$ cat src/rtl/fifo_stream_reader_pkg.sv
// Shared types for the fifo stream reader.
// Latency: n/a (types and constants only).
// Backpressure: n/a.
package fifo_stream_reader_pkg;

    // Reader control states: idle, issuing reads, draining in-flight words.
    typedef enum logic [1:0] {
        RD_STOPPED  = 2'd0,
        RD_RUN      = 2'd1,
        RD_STOPPING = 2'd2
    } readerState;

    // Number of words the reader may hold buffered plus in flight.
    localparam int SKID_ENTRIES = 2;

    // Width of a counter that spans 0..n-1, never narrower than one bit.
    function automatic int cnt_width(input int n);
        return (n <= 1) ? 1 : $clog2(n);
    endfunction

endpackage

$ cat src/rtl/fifo_connect_if.sv
// Link between a fifo core and its writer/reader clients.
// Latency: dataout is registered, valid one cycle after an accepted read.
// Backpressure: fillStatus.empty/full are registered and exact each cycle.
interface fifoConnect #(
    parameter int WIDTH = 32,
    parameter int DEPTH = 32
);
    typedef struct packed {
        logic                           empty;
        logic                           full;
        logic [$clog2(DEPTH+1)-1:0]     fillLevel;
    } fill_status_t;

    logic               read;
    logic               write;
    logic [WIDTH-1:0]   datain;
    logic [WIDTH-1:0]   dataout;
    fill_status_t       fillStatus;

    modport writer (output write, datain, input fillStatus);
    modport reader (output read, write, datain, input dataout, fillStatus);
    modport core   (input read, write, datain, output dataout, fillStatus);
endinterface

$ cat src/rtl/fifo_skid_buffer.sv
// Two-entry register buffer; head entry is the registered stream output.
// Latency: a pushed word is visible at the head the cycle after the push.
// Backpressure: head holds while not popped; caller must not push into a full buffer.
module fifo_skid_buffer #(
    parameter int WIDTH = 32
) (
    input  logic             clk,
    input  logic             reset_n,
    input  logic             i_push,
    input  logic [WIDTH-1:0] i_push_dat,
    input  logic             i_pop,
    output logic [WIDTH-1:0] o_head_dat,
    output logic             o_head_vld,
    output logic [1:0]       o_occ
);

    logic [WIDTH-1:0] r_head;
    logic [WIDTH-1:0] r_tail;
    logic [1:0]       r_occ;
    logic             w_pop;
    logic             w_push;

    // A pop needs a word at the head; a push needs room after any same-cycle pop.
    assign w_pop  = i_pop & (r_occ != 2'd0);
    assign w_push = i_push & ((r_occ != 2'd2) | w_pop);

    // Shift/fill the two entries so the oldest word always sits in r_head.
    always_ff @(posedge clk or negedge reset_n) begin
        if (!reset_n) begin
            r_head <= '0;
            r_tail <= '0;
            r_occ  <= 2'd0;
        end else begin
            case ({w_push, w_pop})
                2'b10: begin
                    if (r_occ == 2'd0) begin
                        r_head <= i_push_dat;
                    end else begin
                        r_tail <= i_push_dat;
                    end
                    r_occ <= r_occ + 2'd1;
                end
                2'b01: begin
                    r_head <= r_tail;
                    r_occ  <= r_occ - 2'd1;
                end
                2'b11: begin
                    if (r_occ == 2'd2) begin
                        r_head <= r_tail;
                        r_tail <= i_push_dat;
                    end else begin
                        r_head <= i_push_dat;
                    end
                end
                default: begin
                end
            endcase
        end
    end

    assign o_head_dat = r_head;
    assign o_head_vld = (r_occ != 2'd0);
    assign o_occ      = r_occ;

endmodule

$ cat src/rtl/fifo_stream_reader.sv
// Pops a fifo core through its reader link and streams the words out as valid/ready.
// Latency: first word valid 2 cycles after fifo empty falls; 1 word/cycle sustained.
// Backpressure: out_valid/out_data hold while out_ready=0; reads stop at 2 words buffered+in flight.
module fifo_stream_reader
    import fifo_stream_reader_pkg::*;
#(
    parameter int WIDTH     = 32,
    parameter int DEPTH     = 32,
    parameter int BURSTLEN  = 16,
    parameter int COUNTBITS = 32
) (
    input  logic                 clk,
    input  logic                 reset_n,
    input  logic                 enable,
    fifoConnect.reader           link,
    output logic [WIDTH-1:0]     out_data,
    output logic                 out_valid,
    input  logic                 out_ready,
    output logic                 out_last,
    output logic                 busy,
    output logic [COUNTBITS-1:0] wordCount
);

    localparam int             BW        = cnt_width(BURSTLEN);
    localparam logic [BW-1:0]  BURST_MAX = BW'(BURSTLEN - 1);

    readerState             r_state;
    readerState             w_state_nxt;
    logic                   r_inflight;
    logic [BW-1:0]          r_burst_cnt;
    logic [COUNTBITS-1:0]   r_word_cnt;
    logic [1:0]             w_occ;
    logic                   w_head_vld;
    logic                   w_pop;
    logic                   w_read;
    logic [2:0]             w_pending;

    // Words that will still be held after this cycle's transfer, excluding a new read.
    assign w_pop     = w_head_vld & out_ready;
    assign w_pending = {1'b0, w_occ} + {2'b00, r_inflight} - {2'b00, w_pop};
    assign w_read    = (r_state == RD_RUN) & ~link.fillStatus.empty
                     & (w_pending < 3'(SKID_ENTRIES));

    assign link.read   = w_read;
    assign link.write  = 1'b0;
    assign link.datain = '0;

    // The word read last cycle lands in the skid tail this cycle.
    fifo_skid_buffer #(
        .WIDTH (WIDTH)
    ) u_skid (
        .clk        (clk),
        .reset_n    (reset_n),
        .i_push     (r_inflight),
        .i_push_dat (link.dataout),
        .i_pop      (w_pop),
        .o_head_dat (out_data),
        .o_head_vld (w_head_vld),
        .o_occ      (w_occ)
    );

    assign out_valid = w_head_vld;
    assign out_last  = w_head_vld & (r_burst_cnt == BURST_MAX);
    assign busy      = (w_occ != 2'd0) | r_inflight;
    assign wordCount = r_word_cnt;

    // State register plus the one-cycle read-in-flight flag.
    always_ff @(posedge clk or negedge reset_n) begin
        if (!reset_n) begin
            r_state    <= RD_STOPPED;
            r_inflight <= 1'b0;
        end else begin
            r_state    <= w_state_nxt;
            r_inflight <= w_read;
        end
    end

    // Next state: stopping drains everything in flight before going idle.
    always_comb begin
        w_state_nxt = r_state;
        case (r_state)
            RD_STOPPED: begin
                if (enable) begin
                    w_state_nxt = RD_RUN;
                end
            end
            RD_RUN: begin
                if (!enable) begin
                    w_state_nxt = RD_STOPPING;
                end
            end
            RD_STOPPING: begin
                if (enable) begin
                    w_state_nxt = RD_RUN;
                end else if (!busy) begin
                    w_state_nxt = RD_STOPPED;
                end
            end
            default: begin
                w_state_nxt = RD_STOPPED;
            end
        endcase
    end

    // Burst position and total word count advance on every stream transfer.
    always_ff @(posedge clk or negedge reset_n) begin
        if (!reset_n) begin
            r_burst_cnt <= '0;
            r_word_cnt  <= '0;
        end else if (w_pop) begin
            r_burst_cnt <= (r_burst_cnt == BURST_MAX) ? '0 : r_burst_cnt + 1'b1;
            r_word_cnt  <= r_word_cnt + 1'b1;
        end
    end

endmodule

$ cat src/flat_wrapper.sv
// flat-port wrapper written by rule: the top's interface ports become plain ports
module fifo_stream_reader_flat import fifo_stream_reader_pkg::*;
#(
    parameter int WIDTH     = 32,
    parameter int DEPTH     = 32,
    parameter int BURSTLEN  = 16,
    parameter int COUNTBITS = 32
)
  (clk, reset_n, enable, out_data, out_valid, out_ready, out_last, busy, wordCount, link_read, link_write, link_datain, link_dataout, link_fillStatus);
  fifoConnect #(.WIDTH(WIDTH), .DEPTH(DEPTH)) link_i ();
  input  logic clk;
  input  logic reset_n;
  input  logic enable;
  output logic [WIDTH-1:0] out_data;
  output logic out_valid;
  input  logic out_ready;
  output logic out_last;
  output logic busy;
  output logic [COUNTBITS-1:0] wordCount;
  output wire logic [$bits(link_i.read)-1:0] link_read;
  output wire logic [$bits(link_i.write)-1:0] link_write;
  output wire logic [$bits(link_i.datain)-1:0] link_datain;
  input wire logic [$bits(link_i.dataout)-1:0] link_dataout;
  input wire logic [$bits(link_i.fillStatus)-1:0] link_fillStatus;
  assign link_read = link_i.read;
  assign link_write = link_i.write;
  assign link_datain = link_i.datain;
  assign link_i.dataout = link_dataout;
  assign link_i.fillStatus = link_fillStatus;
  fifo_stream_reader #(.WIDTH(WIDTH), .DEPTH(DEPTH), .BURSTLEN(BURSTLEN), .COUNTBITS(COUNTBITS)) u_core (.clk(clk), .reset_n(reset_n), .enable(enable), .link(link_i), .out_data(out_data), .out_valid(out_valid), .out_ready(out_ready), .out_last(out_last), .busy(busy), .wordCount(wordCount));
endmodule
$ cat config.mk
export PLATFORM = sky130hd
export DESIGN_NAME = fifo_stream_reader_flat
export DESIGN_NICKNAME = d
export VERILOG_FILES = /design/src/rtl/fifo_stream_reader_pkg.sv /design/src/rtl/fifo_connect_if.sv /design/src/rtl/fifo_skid_buffer.sv /design/src/rtl/fifo_stream_reader.sv /design/src/flat_wrapper.sv
export SDC_FILE = /design/constraint.sdc
export NUM_CORES = 1
export LEC_CHECK = 0
export CORE_MARGIN = 1
export CORE_UTILIZATION = 53
export DETAILED_ROUTE_END_ITERATION = 8
export PLACE_DENSITY = 0.91
export SYNTH_ARGS = -nofsm -noshare
export SYNTH_HDL_FRONTEND = slang
export SYNTH_HIERARCHICAL = 1
export SYNTH_SLANG_ARGS = --single-unit
export TNS_END_PERCENT = 10
$ cat constraint.sdc
create_clock -name clk -period 4.2 [get_ports clk]
set_input_delay 0.42 -clock clk [delete_from_list [all_inputs] [get_ports clk]]
set_output_delay 0.42 -clock clk [all_outputs]
set_load 0.05 [all_outputs]
==> out/qor.txt <==
flops & latches, synth - 105
Post-synth EDFFs - 0
layout cells sized above 1 - 5.12%
CP max FO - 10
ys flop type - dfrtp_1
Least-Margin Pin Slew - 1.25 ns
setup_tns - 0 ns
Peak VDD IR - 0.602 mV
post-synth cell types - 47
Worst Setup Slack, final - 0.402 ns
clk_skew - 0.0130 ns
Synth Instances - 581
Cell Area, Placed - 6550 µm²
Ports - 145
Syn. warnings - 6
final non-filler cell total - 800
Pwr per Cell Area - 686 nW/µm²
Resized cells post-CTS - 0
buffer levels on the longest clock path - 2
HP Class - input pin to asynchronous set/reset pin
area added between synthesis and finish - 19.8%
Layout Nets - 707
Routability Congestion - 0.845
final setup vio count - 0
CTS sink cnt - 105
Util after Layout - 65.3%
core area - 10300 µm²
CP delay by family, top - simple AND/OR/NAND/NOR gates
Port Buf Inserts - 104
RSZ-0062 raised after global routing - no
Crit path buffers/inverters - 3
TritonRoute pass-1 iters - 5
GR Util All Layers - 25.3%
TritonCTS clock tree - yes
Critical Path End Type - primary output
outcome - completed
Die X - 105 µm
CP Class - flip-flop to primary output
async set-reset flop share out of synthesis - 100%
worst path cell trace - nor2_1 -> inv_1 -> nand2_1 -> inv_2 -> ha_1 -> nand2b_1 -> fa_1 -> xor2_1 -> nor4b_2 -> buf_12
routed via count - 4812
syn avg cell area - 9.69 µm²
routed wire length - 13.7 mm
WL/cell - 17.1 µm
antenna viol nets, final - 0
dpl hpwl - 8.81 mm
starting density of the core - 54.5%
Final Cycle Share - 90.4%
Initial DRC Count - 475
critical path arrival - 3.38 ns
r2r setup slk - 1.09 ns
num rows - 37
total power - 4.63 mW
Post-Syn Area - 5630 µm²
initial antenna violation count - 0
Peak Freq - 263 MHz
area of the die - 11000 µm²
post-CTS setup buffers - 0
Max-cap violations - 0
CP max stage cell - dfrtp_1
Worst-Skew Late Latency - 0.37 ns
clk slew on worst S/H paths - 0.10 ns
R2R cell count - 7
r2r startpoint - u_core/u_skid/o_occ[1]
H-tree levels - 3
max-slew violation count - 0
clock root cell - clkbuf_8
final hold violation count - 0
Static Leak - 2.95 nW
WHS - 0.210 ns
hold-fix buffer count after cts - 0
# DRC - 0
antenna cell count - 0
largest net degree at the start of global routing - 81
vias in the first global route - 4777
CTS Buf Count - 9
first-pass GRT wire length - 22.5 mm
CP Data Required Time - 3.78 ns
die span in y - 105 µm
min Tclk post-route - 3.80 ns
pre-CTS setup slack - 0.829 ns
Reg-to-Reg End - u_core/u_skid/o_head_dat[6]
Design Area, Final - 6750 µm²
max_slew headroom - 16.5%
CP Launch Point - u_core/u_skid/o_occ[1]
vias per cell - 6.02
Worst setup SP type - flip-flop
Worst path max stage delay - 0.51 ns
total grt overflow - 0
sequential fraction of the synthesis area - 46.7%
placed insts - 784
[where the power goes]
group,internal (mW),total (mW),switching [mW]
Clock,0.278,0.631,0.353
Sequential,1.33,1.63,0.293
Combinational,0.825,2.37,1.55
Total,2.44,4.63,2.19
[cells in the final DEF, fill, tap and decap left out, types with 2 or more instances in the layout]
master	count
dfrtp_1	104
clkdlybuf4s50_1	102
inv_1	67
a21oi_1	36
nor3_1	34
conb_1	33
nor2b_1	33
o22ai_1	32
a211oi_1	32
a222oi_1	32
xnor2_1	26
nand2_1	20
nand3_1	16
nor2_1	10
nand4_1	10
clkbuf_8	9
buf_4	7
xor2_1	7
and4_1	6
and3_1	5
o21ai_0	3
ha_1	3
clkinvlp_4	2
nand2b_1	2
and2_1	2
nor4_1	2
nand3b_1	2
[area by class of cell]
cell class / count / area, µm²
clock buffer: 10 / 128
multi-input combinational: 365 / 2400
tap: 136 / 170
timing repair buffer: 110 / 1090
fill: 797 / 3580
sequential: 105 / 2630
clock inverter: 6 / 67.6
inverter: 68 / 255
[layer usage]
metal  GRT usage, %  vias up  part of all wire, %
li1               -     2169                    -
met5              0        -                    0
met3           3.43       25                  7.2
met2           40.5      263                   49
met4           11.6        0                  1.8
met1           34.2     2355                   42
[flip-flops by register name (all words and copies together) (netlist names)]
signal	count
u_core/u_skid/o_head_dat	32
u_core/u_skid/r_tail	32
u_core/wordCount	32
u_core/r_burst_cnt	4
u_core/r_state	2
u_core/u_skid/o_occ	2
u_core/r_inflight	1
[synth_stat cells (all sizes together) (5+ instances only)]
| cell | instances | area [µm²] |
|---|---|---|
| nand2 | 20 | 75.1 |
| nor2b | 34 | 220 |
| xnor2 | 26 | 228 |
| a211oi | 32 | 240 |
| inv | 67 | 251 |
| and3 | 5 | 31.3 |
| clkbuf | 10 | 38.8 |
| nor3 | 34 | 170 |
| and4 | 6 | 52.6 |
| buf | 65 | 447 |
| nand3 | 16 | 80.1 |
| a222oi | 32 | 320 |
| nor2 | 10 | 37.5 |
| nand4 | 11 | 83.8 |
| dfrtp | 105 | 2630 |
| xor2 | 7 | 61.3 |
| a21oi | 37 | 185 |
| o22ai | 32 | 200 |
[worst register-to-register path, delay by kind of cell (launching register included)]
| family | cells | cell delay, ns |
|---|---|---|
| compound gates | 1 | 0.21 |
| buf+inv | 3 | 0.63 |
| flops | 1 | 0.51 |
| mux | 1 | 0.95 |
| simple gates | 2 | 0.64 |
[worst max path at each step]
stage                      endpoint  cells after the start
after floorplan           link_read                     10
after global placement    link_read                     10
after detailed placement  link_read                     10
after CTS                 link_read                     10
after global routing      link_read                     10
final                     link_read                     10
[logic make-up after synthesis]
group           synth area share, %
simple gates                   15.6
buf+inv                        13.2
compound gates                 17.9
flops                          46.7
xor+xnor                       5.13
fa+ha+maj                      1.02
mux                           0.356
other cells                  0.0666
(Power assumes the default switching activity.)
